===== src/rtl/dbg_bus_arbiter.sv =====
// Arbiter sharing the data-memory port and register-file debug port between
// the pipeline and the debugger; drains in-flight pipeline accesses first.
module dbg_bus_arbiter #(
   parameter int TIMEOUT = 1023
) (
   input  logic        clk,
   input  logic        reset,
   input  logic        dbg_valid,
   input  logic        dbg_mem_rd,
   input  logic        dbg_mem_wr,
   input  logic        dbg_rf_rd,
   input  logic        dbg_rf_wr,
   input  logic [31:0] dbg_addr,
   input  logic [31:0] dbg_d_in,
   input  logic        mcu_paused,
   output logic        dbg_busy,
   output logic [31:0] dbg_d_rd,
   output logic        dbg_error,
   input  logic        cpu_mem_req,
   input  logic        cpu_mem_we,
   input  logic [31:0] cpu_mem_addr,
   input  logic [31:0] cpu_mem_wdata,
   output logic [31:0] cpu_mem_rdata,
   output logic        cpu_mem_ack,
   output logic        cpu_stall,
   output logic        mem_en,
   output logic        mem_we,
   output logic [31:0] mem_addr,
   output logic [31:0] mem_wdata,
   input  logic [31:0] mem_rdata,
   input  logic        mem_ack,
   output logic [4:0]  rf_addr,
   output logic        rf_we,
   output logic [31:0] rf_wdata,
   input  logic [31:0] rf_rdata
);

   localparam int CW = $clog2(TIMEOUT + 1);

   typedef enum logic [1:0] {IDLE, DRAIN, DBG_MEM, DBG_RF} state_t;

   state_t        state_q, state_d;
   logic          cpu_pend_q, cpu_pend_d;
   logic [CW-1:0] cnt_q, cnt_d;
   logic [31:0]   d_rd_q, d_rd_d;
   logic          err_q, err_d;
   logic          op_wr_q, op_wr_d;
   logic          op_rf_q, op_rf_d;
   logic [31:0]   addr_q, addr_d;
   logic [31:0]   data_q, data_d;

   logic [3:0]    ops;
   logic          oneHot;
   logic          isRf;
   logic          fwdCpu;

   assign ops    = {dbg_mem_rd, dbg_mem_wr, dbg_rf_rd, dbg_rf_wr};
   assign oneHot = (ops != 4'd0) && ((ops & 4'(ops - 4'd1)) == 4'd0);
   assign isRf   = dbg_rf_rd | dbg_rf_wr;

   always_comb begin
      state_d     = state_q;
      cpu_pend_d  = cpu_pend_q;
      cnt_d       = '0;
      d_rd_d      = d_rd_q;
      err_d       = 1'b0;
      op_wr_d     = op_wr_q;
      op_rf_d     = op_rf_q;
      addr_d      = addr_q;
      data_d      = data_q;
      fwdCpu      = 1'b0;
      mem_en      = 1'b0;
      mem_we      = 1'b0;
      mem_addr    = 32'h0;
      mem_wdata   = 32'h0;
      cpu_mem_ack = 1'b0;
      cpu_stall   = 1'b0;
      rf_addr     = 5'h0;
      rf_we       = 1'b0;
      rf_wdata    = 32'h0;

      case (state_q)
         IDLE: begin
            fwdCpu = 1'b1;
            if (dbg_valid) begin
               if (!oneHot) begin
                  err_d = 1'b1;
               end else if (isRf && !mcu_paused) begin
                  err_d = 1'b1;
               end else if (!isRf && (dbg_addr[1:0] != 2'b00)) begin
                  err_d = 1'b1;
               end else begin
                  op_wr_d = dbg_mem_wr | dbg_rf_wr;
                  op_rf_d = isRf;
                  addr_d  = dbg_addr;
                  data_d  = dbg_d_in;
                  if (cpu_pend_q) begin
                     state_d = DRAIN;
                  end else begin
                     // Debugger wins a same-cycle tie: the pipeline request is held back.
                     state_d   = isRf ? DBG_RF : DBG_MEM;
                     fwdCpu    = 1'b0;
                     cpu_stall = 1'b1;
                  end
               end
            end
         end
         DRAIN: begin
            fwdCpu = 1'b1;
            if (mem_ack) begin
               state_d = op_rf_q ? DBG_RF : DBG_MEM;
            end
         end
         DBG_MEM: begin
            cpu_stall = 1'b1;
            mem_en    = 1'b1;
            mem_we    = op_wr_q;
            mem_addr  = addr_q;
            mem_wdata = data_q;
            if (mem_ack) begin
               if (!op_wr_q) begin
                  d_rd_d = mem_rdata;
               end
               state_d = IDLE;
            end else if (cnt_q == CW'(TIMEOUT - 1)) begin
               err_d   = 1'b1;
               state_d = IDLE;
            end else begin
               cnt_d = cnt_q + 1'b1;
            end
         end
         DBG_RF: begin
            cpu_stall = 1'b1;
            rf_addr   = addr_q[4:0];
            rf_we     = op_wr_q;
            rf_wdata  = op_wr_q ? data_q : 32'h0;
            if (!op_wr_q) begin
               d_rd_d = rf_rdata;
            end
            state_d = IDLE;
         end
         default: state_d = IDLE;
      endcase

      if (fwdCpu) begin
         mem_en      = cpu_mem_req;
         mem_we      = cpu_mem_we;
         mem_addr    = cpu_mem_addr;
         mem_wdata   = cpu_mem_wdata;
         cpu_mem_ack = mem_ack;
         if (mem_ack) begin
            cpu_pend_d = 1'b0;
         end else if (cpu_mem_req) begin
            cpu_pend_d = 1'b1;
         end
      end
   end

   always_ff @(posedge clk) begin
      if (reset) begin
         state_q    <= IDLE;
         cpu_pend_q <= 1'b0;
         cnt_q      <= '0;
         d_rd_q     <= 32'h0;
         err_q      <= 1'b0;
         op_wr_q    <= 1'b0;
         op_rf_q    <= 1'b0;
         addr_q     <= 32'h0;
         data_q     <= 32'h0;
      end else begin
         state_q    <= state_d;
         cpu_pend_q <= cpu_pend_d;
         cnt_q      <= cnt_d;
         d_rd_q     <= d_rd_d;
         err_q      <= err_d;
         op_wr_q    <= op_wr_d;
         op_rf_q    <= op_rf_d;
         addr_q     <= addr_d;
         data_q     <= data_d;
      end
   end

   assign dbg_busy      = (state_q != IDLE);
   assign dbg_error     = err_q;
   assign dbg_d_rd      = d_rd_q;
   assign cpu_mem_rdata = mem_rdata;

endmodule


===== config.mk =====
export PLATFORM = sky130hd
export DESIGN_NAME = dbg_bus_arbiter
export DESIGN_NICKNAME = d
export VERILOG_FILES = /design/src/rtl/dbg_bus_arbiter.sv
export SDC_FILE = /design/constraint.sdc
export NUM_CORES = 1
export LEC_CHECK = 0
export ABC_AREA = 1
export CAP_MARGIN = 10
export CORE_AREA = 2 2 144 146
export DETAILED_ROUTE_END_ITERATION = 12
export DIE_AREA = 0 0 146 148
export PLACE_DENSITY = 0.66
export SYNTH_ARGS = -nofsm -noshare
export SYNTH_HDL_FRONTEND = slang
export SYNTH_SLANG_ARGS = --single-unit

===== constraint.sdc =====
create_clock -name clk -period 1.9 [get_ports clk]
set_clock_uncertainty 0.05 [all_clocks]
set_input_delay 0.285 -clock clk [delete_from_list [all_inputs] [get_ports clk]]
set_output_delay 0.285 -clock clk [all_outputs]
set_load 0.02 [all_outputs]

==> results.md, run 1 <==
- Outcome: finished with violations
- Violated checks: setup timing
- Placed Cells: 1426
- Required time of the worst setup path: 1560 ps
- Via count of the first global-routing pass: 6826
- Final routed wirelength across all metal layers: 25600 µm
- FMAX: 0.488 GHz
- Largest net degree at the start of global routing: 51
- Post-CTS clock slew at the launch and capture registers of the worst setup and hold paths: 80 ps
- Setup total negative slack: -3520 ps
- Inserted Clock Buffers: 9
- Last weighted congestion value of the routability-driven placer: 0.804
- Area occupied by registers: 0.00225 mm²
- TritonCTS sink count: 112
- Final non-filler cell area: 0.0107 mm²
- Total standard cell area after synthesis: 0.00574 mm²
- Total area of multi-input combinational cells: 0.00310 mm²
- Mean area per synthesized cell: 6.87 µm²
- Number of buffers inserted by port buffering: 374
- Global route total overflow: 0
- WP data arrival: 1710 ps
- Switch Pwr: 3.94 mW
- Initial DRT Pass Iterations: 5
- Fraction of synthesis flops using an asynchronous set or reset pin: 0%
- Maximum capacitance violations: 0
- Int Power: 5.97 mW
- Post-Syn Instances: 835
- Effective utilization at floorplan: 28.6%
- Hpwl dp: 17800 µm
- Endpoint type of the worst setup path: output pin
- Proportion of power drawn by the clock network: 20.6%
- Unrepaired setup endpoints after global routing: true
- Number of distinct standard cells referenced by the synthesized netlist: 29
- Cell type with the highest aggregate area in the netlist: dfxtp_1
- Area added between synthesis and finish: 85.7%
- Number of antenna violations at the first check in global routing: 1
- Critical Path Fanout Max: 7
- Average wire length per cell after detail routing: 17.4 µm
- Routed via count: 7031
- Final min period: 2050 ps
- Wire length of the first global-routing pass: 38700 µm
- Fin. Hold Viols: 0
- Part of the power in registers: 28.3%
- Number of cells in the finished layout apart from fillers: 1472
- Switching share of power: 39.8%
- Pins over their slew limit: 0
- Top-level port count: 375
- Slew margin rel.: 73.4%
- Synth top area cells: dfxtp_1 39%, o21ai_0 12%, nand3_1 11%
- Number of failing setup endpoints in the final timing report: 66
- Die boundary height: 148 µm
- Count of state elements after synthesis: 112
- Count of filler cells inserted in the layout: 2020
- Most frequent cells after synthesis: 135 x o21ai_0, 130 x nand3_1, 112 x dfxtp_1, 111 x nor2_1, 90 x nand2_1
- CTS H-tree lvls: 3
- Final cycle utilization of the critical path: 108%
- P per Cell Area: 930 mW/mm²
- Kind of critical path: reg2out
- Worst setup margin: -149 ps
- Post-route DRC violation count: 0
- Number of nets in the layout: 1401
- Core Region: 0.0200 mm²
- Antenna violation net count after detailed routing: 0
- Total global-route track usage: 22.8%
- Part of the Yosys area used for sequential elements: 39.1%
- Clock tree from TritonCTS: done
- Transition time of the tightest slew-check pin: 400 ps
- Number of synthesized flops with an enable pin: 0
- Startpoint type of the worst setup path: register
- Fraction of post-synthesis cell area in the top cell type by area: 39.1%
- Violation count after the first detailed-routing iteration: 318
- Clock root buffer: clkbuf_16
- Largest vdd supply drop: 485 µV
- Worst hold path type: in2reg
- Total power: 9.91 mW
- Max Buffers Root-to-Sink: 2
- Die ar.: 0.0216 mm²
- Detailed-route vias per instance: 4.78
- Predominant post-synthesis flop cell: dfxtp_1
- Cell leakage power: 4.36 nW
- Share of total power in combinational logic: 51.1%
- Hold_buf cts: 0
- Placement row count: 52
- Area after DPL: 0.00980 mm²
- Die width: 146 µm
- Post-Route Utilization: 53.2%
- Share of cells above drive strength 1: 24.2%
- Count leader, synth: o21ai_0
- YS warnings: 0
- Later-pin clock latency in the skew report: 360 ps
- Syn_nets: 1040
-- per-layer routing --
| metal | share of wire (%) | vias up | track usage [%] | wire length [µm] |
|---|---|---|---|---|
| met2 | 50 | 294 | 39.9 | 12700 |
| met3 | 7.7 | 32 | 5.86 | 1980 |
| met5 | 0 | - | 0 | 0 |
| li1 | - | 3509 | - | - |
| met1 | 41 | 3196 | 27.2 | 10400 |
| met4 | 2.0 | 0 | 7.77 | 505 |
-- critical path: stages (launching register included) --
cell and delay, ps:
dfxtp_4 370, nor2_4 110, nand3_4 160, buf_12 190, buf_16 150, buf_6 110, nand3_2 40, o21ai_1 60
buf_4 160
-- layout by cell type, fill, tap and decap left out, drive strengths merged, types with 3 or more instances in the layout --
cell type      count
clkdlybuf4s50    260
buf              182
o21ai            140
nand3            132
nor2             113
dfxtp            112
nand2             90
inv               58
a21oi             44
a31oi             32
clkbuf            11
nor3               4
clkdlybuf4s15      4
dlygate4sd2        3
-- final cells by class --
class / instances / share of cell area, %
multi-input cells: 568 / 29.1
clock buffers: 9 / 2.11
inverters: 54 / 1.90
well taps: 270 / 3.17
flip-flops and latches: 112 / 21.1
clock inverters: 7 / 0.811
diodes: 1 / 0.0235
repair buffers: 451 / 41.8
-- power groups by stage --
stage / sequential (mW) / clock (mW) / combinational, mW
2_1_floorplan: 2.98 / 0 / 2.16
3_3_place_gp: 2.83 / 0 / 4.72
3_5_place_dp: 2.84 / 0 / 4.76
4_1_cts: 2.80 / 2.11 / 4.73
5_1_grt: 2.85 / 2.19 / 5.42
6_report: 2.81 / 2.04 / 5.06
-- path summary, 6_finish.rpt --
kind	from	to	slack (ps)	cells past startpoint
worst max-delay path	state_q[0]	mem_wdata[4]	-150	8
worst min-delay path	dbg_mem_wr	op_wr_q	140	3
worst max register to register	state_q[1]	addr_q[7]	170	7
worst min register to register	cnt_q[0]	cnt_q[0]	410	1
-- logic make-up (layout without fill, tap and decap cells) --
logic type | after synthesis | in the layout | synth area share, %
AO/OA/AOI/OAI | 218 | 218 | 19.8
buffers and inverters | 155 | 521 | 13.7
other | 0 | 1 | 0
flip-flops | 112 | 112 | 39.1
AND/OR/NAND/NOR | 346 | 346 | 26.7
XOR/XNOR | 2 | 2 | 0.305
adder cells (fa/ha/maj) | 2 | 2 | 0.436
-- flip-flops by register name, summed over array words and instances (netlist names) --
name / flops
addr_q: 32
data_q: 32
dbg_d_rd: 32
cnt_q: 10
state_q: 2
cpu_pend_q: 1
dbg_error: 1
op_rf_q: 1
op_wr_q: 1
-- stage by stage --
step	hold slack (ps)	setup slack (ps)
floorplan	304	21.9
global placement	398	-842
detailed placement	406	-902
CTS	124	-307
global route	144	-214
finish	143	-149
-- timing repair --
item                                    4_1_cts  5_1_grt
resized for setup                           524      179
buffers inserted                             23        5
hold endpoints to repair                      0        0
pin swaps                                    12       23
cloned                                        7        0
endpoints found under the setup margin      107      106
(Power assumes the default switching activity.)
==> inputs of run 2 (changes only) <==
Settings changed: TNS_END_PERCENT from default to 10.
==> run 2 against run 1 <==
  * The run still ends with setup timing left
  * Utilization down 1.4 points
  * Setup slack worse by 58 ps
  * Final area down 2.7%
  * Global-route usage decreased by 0.62 points
  * Clock power hardly changed
==> results.md, run 2 (synthesis gave the netlist of run 1 again) <==
- Depth of the most critical reg-to-reg path: 7 (unchanged)
- Area after DPL: 0.00980 mm² (unchanged)
- Transition time of the tightest slew-check pin: 402 ps (+2.53 ps)
- Required time of the worst setup path: 1560 ps (about the same)
- Final cycle utilization of the critical path: 111% (+3.0 points)
- Destination of the worst hold path: addr_q[0]
- Outcome: finished with violations
- Final non-filler cell area: 0.0104 mm² (-2.7%)
- Placement row count: 52 (unchanged)
- Total power: 9.70 mW (-2.1%)
- Slew margin rel.: 73.2% (-0.17 points)
- Top-level port count: 375 (unchanged)
- Post-route DRC violation count: 0 (unchanged)
- Number of nets in the layout: 1393 (-0.57%)
- Core Region: 0.0200 mm² (unchanged)
- Antenna violation net count after detailed routing: 0 (unchanged)
- Detailed-route vias per instance: 4.75 (-0.65%)
- Capture instance of the worst register-to-register path: data_q[2]
- Die ar.: 0.0216 mm² (unchanged)
- Global route total overflow: 0 (unchanged)
- Via count of the first global-routing pass: 6696 (-1.9%)
- Maximum capacitance violations: 0 (unchanged)
- Startpoint type of the worst setup path: input pin
- Largest vdd supply drop: 495 µV (+2.1%)
- Placed Cells: 1426 (unchanged)
- WP data arrival: 1770 ps (+60 ps)
- P per Cell Area: 936 mW/mm² (+0.67%)
- Inserted Clock Buffers: 9 (unchanged)
- Hold-critical path depth: 3 (unchanged)
- Setup slack of the worst register-to-register path: 200 ps (+30 ps)
- Fin. Hold Viols: 0 (unchanged)
- Kind of critical path: in2out
- Final min period: 2110 ps (+57.8 ps)
- Largest stage delay on the critical path: 300 ps (-70 ps)
- Unrepaired setup endpoints after global routing: true
- Total global-route track usage: 22.2% (-0.62 points)
- Max Buffers Root-to-Sink: 2 (unchanged)
- Area added between synthesis and finish: 80.7%
- Largest net degree at the start of global routing: 51 (unchanged)
- Number of antenna violations at the first check in global routing: 1 (unchanged)
- Share of cells above drive strength 1: 21.9% (-2.4 points)
- Die boundary height: 148 µm (unchanged)
- CTS H-tree lvls: 3 (unchanged)
- Cell leakage power: 4.26 nW (-2.4%)
- Average wire length per cell after detail routing: 17.3 µm (-0.90%)
- Critical register-to-register path startpoint: state_q[1]
- Cell type with the highest occurrence count on the critical path: clkdlybuf4s15_1
- FMAX: 0.475 GHz (-2.7%)
- Number of cells in the finished layout apart from fillers: 1464 (-0.54%)
- Final routed wirelength across all metal layers: 25300 µm (-1.4%)
- Number of failing setup endpoints in the final timing report: 65 (-1.5%)
- Worst hold path type: in2reg
- Slowest stage cell, crit path: clkdlybuf4s15_1
- Number of buffers inserted by port buffering: 374 (unchanged)
- Clock tree from TritonCTS: done
- DP Worst Slack: -902 ps (unchanged)
- Initial DRT Pass Iterations: 5 (unchanged)
- Wire length of the first global-routing pass: 37900 µm (-2.2%)
- Min-Delay Startpoint: dbg_addr[0]
- Violated checks: setup timing
- Endpoint type of the worst setup path: output pin
- TritonCTS sink count: 112 (unchanged)
- Most common cell after layout, fill and taps aside: clkdlybuf4s50_1
- Pins over their slew limit: 0 (unchanged)
- Last weighted congestion value of the routability-driven placer: 0.804 (unchanged)
- Hold_buf cts: 0 (unchanged)
- Later-pin clock latency in the skew report: 360 ps (about the same)
- Clock root buffer: clkbuf_16
- Highest-count cells in the layout ignoring fill and taps: 260 x clkdlybuf4s50_1, 116 x o21ai_0, 109 x dfxtp_1, 108 x nand3_1, 105 x nor2_1
- Post-CTS clock slew at the launch and capture registers of the worst setup and hold paths: 70 ps (about the same)
- Cell Chain, Critical Path: clkdlybuf4s15_1, o21ai_2, nand2_2, nor2_4, nand3_4, clkbuf_16, nand3_1, o21ai_0, clkdlybuf4s15_1
- Worst setup margin: -206 ps (-57.8 ps)
- Routed via count: 6947 (-1.2%)
- Violation count after the first detailed-routing iteration: 306 (-3.8%)
- Critical Path Fanout Max: 8 (+1)
- Die width: 146 µm (unchanged)
- Hpwl dp: 17800 µm (unchanged)
- Effective utilization at floorplan: 28.6% (unchanged)
## run 2: cell types whose count changed in the layout (fill, tap and decap cells not counted), sizes merged
cell           previous run  this run
buf                     182       167
clkbuf                   11        19
dlygate4sd2               3         0
clkdlybuf4s15             4         5
dlymetal6s2s              0         1
## run 2: how the worst max path moves through the flow
stage,from,endpoint,cells past startpoint
finish,dbg_addr[1],mem_wdata[28],9
global route,dbg_mem_rd,mem_wdata[12],12
CTS,dbg_rf_rd,mem_addr[0],11
detailed placement,dbg_rf_wr,mem_wdata[27],10
floorplan,state_q[0],rf_wdata[10],6
global placement,dbg_rf_wr,mem_addr[11],10
## run 2: critical path: cells and delay by family
| kind | cells | cell delay (ps) |
|---|---|---|
| AOI/OAI and AO/OA | 2 | 200 |
| buffers and inverters | 3 | 760 |
| and+or+nand+nor | 4 | 510 |
## run 2: power breakdown
part	internal (mW)	total [mW]	leakage [nW]	switching [mW]
sequential	2.65	2.81	0.912	0.151
clock	1.05	2.03	0.154	0.974
combinational	2.13	4.87	3.19	2.74
total	5.84	9.70	4.26	3.86
## run 2: timing repair
| item | 4_1_cts | 5_1_grt |
|---|---|---|
| pin swaps | 11 | 20 |
| gates cloned | 5 | 1 |
| setup buffers | 8 | 10 |
| endpoints found under the setup margin | 107 | 105 |
| resized for setup | 338 | 291 |
## run 2: area by class of cell
class                      instances  area (µm²)
tap                              270         338
inverter                          54         203
clock buffer                       9         225
sequential                       112        2250
clock inverter                     7        86.3
timing repair buffer             443        4280
antenna                            1        2.50
fill                            2067        9680
multi-input combinational        568        2980
## run 2: per-stage QoR
step                util [%]  TNS, ps  hold WS [ps]
floorplan                  -        0           304
global placement        48.9   -72790           398
detailed placement      48.9   -78120           406
CTS                     50.4   -16580           160
global route            51.7   -11840           202
finish                  51.7    -5730           200
## run 2: per-layer routing
metal | GRT usage (%) | part of all wire (%) | up-vias
met5 | 0 | 0 | -
met4 | 7.86 | 2.3 | 0
met3 | 5.59 | 7.7 | 30
met2 | 38.6 | 49 | 286
met1 | 26.6 | 41 | 3143
li1 | - | - | 3488
==> inputs of run 3 (changes only) <==
Settings changed: ABC_AREA 1 to default, PLACE_DENSITY 0.66 to 0.69.
Clock period 1.9 ns to 2.3 ns, I/O delays scaled along.
==> run 3 against run 2 <==
  * Highest routed layer is now met5
  * Combinational power shrank 77%
  * Final area rose by 1.0%
  * Clock power fell by 27%
  * The flow now finishes without violations
  * Largest power group is now sequential cells
==> results.md, run 3 <==
- Destination of the worst hold path: op_wr_q
- Slowest stage cell, crit path: a22o_4
- Cell type with the highest occurrence count on the critical path: buf_6
- Highest-count cells in the layout ignoring fill and taps: 265 x clkdlybuf4s50_1, 129 x nand2b_1, 111 x dfxtp_1, 72 x nand2_1, 65 x mux2i_1
- CTS H-tree lvls: 3 (unchanged)
- Depth of the most critical reg-to-reg path: 7 (unchanged)
- TritonCTS sink count: 112 (unchanged)
- Largest vdd supply drop: 345 µV (-30%)
- Routed length on met1: 9850 µm (-4.3%)
- DP Worst Slack: -663 ps (+238 ps)
- Die ar.: 0.0216 mm² (unchanged)
- Fraction of post-synthesis cell area in the top cell type by area: 35.5% (-3.6 points)
- Outcome: complete, no violations
- Required time of the worst setup path: 1900 ps (+340 ps)
- Clock tree from TritonCTS: done
- Met2 WL: 11400 µm (-8.8%)
- Max Buffers Root-to-Sink: 2 (unchanged)
- Total standard cell area after synthesis: 0.00631 mm² (+10%)
- Fraction of synthesis flops using an asynchronous set or reset pin: 0% (unchanged)
- Number of distinct standard cells referenced by the synthesized netlist: 43 (+48%)
- Effective utilization at floorplan: 31.5% (+2.9 points)
- Placement row count: 52 (unchanged)
- Last weighted congestion value of the routability-driven placer: 0.812 (+0.99%)
- Post-route DRC violation count: 0 (unchanged)
- Transition time of the tightest slew-check pin: 518 ps (+116 ps)
- Total power: 4.61 mW (-53%)
- Cell leakage power: 3.96 nW (-7.0%)
- Slew margin rel.: 65.5% (-7.7 points)
- Most common cell after layout, fill and taps aside: clkdlybuf4s50_1
- Top-level port count: 375 (unchanged)
- Critical register-to-register path startpoint: state_q[0]
- Hpwl dp: 17100 µm (-3.9%)
- Number of synthesized flops with an enable pin: 0 (unchanged)
- Syn_nets: 918 (-12%)
- Total global-route track usage: 20.9% (-1.3 points)
- Hold_ws: 365 ps (+165 ps)
- YS warnings: 0 (unchanged)
- Detailed-route vias per instance: 4.87 (+2.7%)
- Area added between synthesis and finish: 65.8%
- Endpoint type of the worst setup path: output pin
- FMAX: 0.436 GHz
- Unrepaired setup endpoints after global routing: true
- Startpoint type of the worst setup path: input pin
- Pins over their slew limit: 0 (unchanged)
- Predominant post-synthesis flop cell: dfxtp_1
- Later-pin clock latency in the skew report: 350 ps (about the same)
- Final routed wirelength across all metal layers: 23700 µm (-6.0%)
- Final min period: 2290 ps
- Post-Route Utilization: 52.2% (+0.52 points)
- Average wire length per cell after detail routing: 17.9 µm (+3.9%)
- Die width: 146 µm (unchanged)
- Critical Path Fanout Max: 12 (+4)
- Part of the Yosys area used for sequential elements: 35.5% (-3.6 points)
- Wire length on met3: 1910 µm (-1.5%)
- Capture instance of the worst register-to-register path: data_q[25]
- Number of buffers inserted by port buffering: 374 (unchanged)
- Inserted Clock Buffers: 9 (unchanged)
- Routed via count: 6452 (-7.1%)
- Number of failing setup endpoints in the final timing report: 0 (-100%)
- Violation count after the first detailed-routing iteration: 305 (-0.33%)
- Post-CTS clock slew at the launch and capture registers of the worst setup and hold paths: 70 ps (about the same)
- Kind of critical path: in2out
- Number of nets in the layout: 1254 (-10%)
- Largest net degree at the start of global routing: 101 (+98%)
- Synth top area cells: dfxtp_1 36%, nand2b_1 13%, a32o_1 10%
- Cell Chain, Critical Path: buf_6, buf_6, a22o_4, nor3_4, o21ai_4, buf_12, clkbuf_16, a32o_1, buf_2
- Clock root buffer: clkbuf_16
- Worst setup margin: 8.99 ps (+215 ps)
- Largest stage delay on the critical path: 260 ps (-40 ps)
- Count leader, synth: nand2b_1
- Number of antenna violations at the first check in global routing: 2 (+1)
- Mean area per synthesized cell: 8.85 µm² (+29%)
- Share of cells above drive strength 1: 14.7% (-7.2 points)
- Setup slack of the worst register-to-register path: 460 ps (+260 ps)
- Hold-critical path depth: 3 (unchanged)
- Count of state elements after synthesis: 112 (unchanged)
- Maximum capacitance violations: 0 (unchanged)
- Top Layer Used: met5
- P per Cell Area: 440 mW/mm² (-53%)
- Worst hold path type: in2reg
- Via count of the first global-routing pass: 6430 (-4.0%)
- Die boundary height: 148 µm (unchanged)
- Placed Cells: 1299 (-8.9%)
- Fin. Hold Viols: 0 (unchanged)
- Final cycle utilization of the critical path: 99.6%
- Wire length of the first global-routing pass: 35700 µm (-5.8%)
- Most frequent cells after synthesis: 130 x nand2b_1, 112 x dfxtp_1, 72 x nand2_1, 65 x a32o_1, 65 x mux2i_1
- Min-Delay Startpoint: dbg_mem_wr
- Core Region: 0.0200 mm² (unchanged)
- Initial DRT Pass Iterations: 5 (unchanged)
- WP data arrival: 1900 ps (+130 ps)
- Final antenna diode count: 0 (-1)
- Global route total overflow: 0 (unchanged)
- Number of cells in the finished layout apart from fillers: 1324 (-9.6%)
- Antenna violation net count after detailed routing: 0 (unchanged)
- Post-Syn Instances: 713 (-15%)
- Cell type with the highest aggregate area in the netlist: dfxtp_1
-- run 3: critical path: cells and delay by family --
| kind | cells | cell delay (ps) |
|---|---|---|
| buffers and inverters | 5 | 680 |
| AO/OA/AOI/OAI | 3 | 630 |
| AND/OR/NAND/NOR | 1 | 220 |
-- run 3: where the power goes --
part	switching, mW	internal, mW
Combinational	0.471	0.647
Sequential	0.0242	1.97
Clock	0.756	0.737
-- run 3: area by class of cell --
type,instances,area (µm²)
Inverter,4,15.0
Clock buffer,9,225
Sequential cell,112,2240
Multi-Input combinational cell,500,3540
Fill cell,1952,9570
Clock inverter,7,45.0
Timing Repair Buffer,422,4060
Tap cell,270,338
-- run 3: timing repair --
action                     CTS  global route
pin swaps                    4             1
setup endpoints to repair  101            89
hold buffers                 0             0
cloned                       3             2
buffers inserted             5             0
gates resized for setup    320            40
-- run 3: kinds of logic after synthesis --
kind of cell             share of synthesized area (%)
AND/OR/NAND/NOR                                   26.2
AO/OA/AOI/OAI                                     17.0
XOR/XNOR                                         0.833
multiplexers                                      10.3
adder cells (fa/ha/maj)                          0.396
buffers and inverters                             9.71
flip-flops                                        35.5
-- run 3: how the worst max path moves through the flow --
stage                    end  slack (ps)  depth (start not counted)        from
2_1_floorplan    mem_addr[0]         240                          5   dbg_rf_wr
3_3_place_gp    mem_addr[29]        -630                          8   dbg_rf_rd
3_5_place_dp    mem_addr[28]        -660                          7   dbg_rf_rd
4_1_cts         mem_wdata[4]        -170                          9   dbg_valid
5_1_grt         mem_wdata[5]         -20                          7  state_q[0]
6_report       mem_wdata[10]           9                          9   dbg_rf_wr
-- run 3: routing by layer --
metal | vias to the layer above | global-route usage, %
li1 | 3156 | -
met4 | 2 | 6.70
met3 | 37 | 6.33
met2 | 274 | 35.8
met5 | - | 0
met1 | 2983 | 25.1
-- run 3: per-stage QoR --
step / area (µm²) / setup TNS [ps]
final: 10500 / 0
after global routing: 10500 / -361
after CTS: 10400 / -177
after detailed placement: 10300 / -52500
after global placement: 10300 / -50040
after floorplan: 6310 / 0
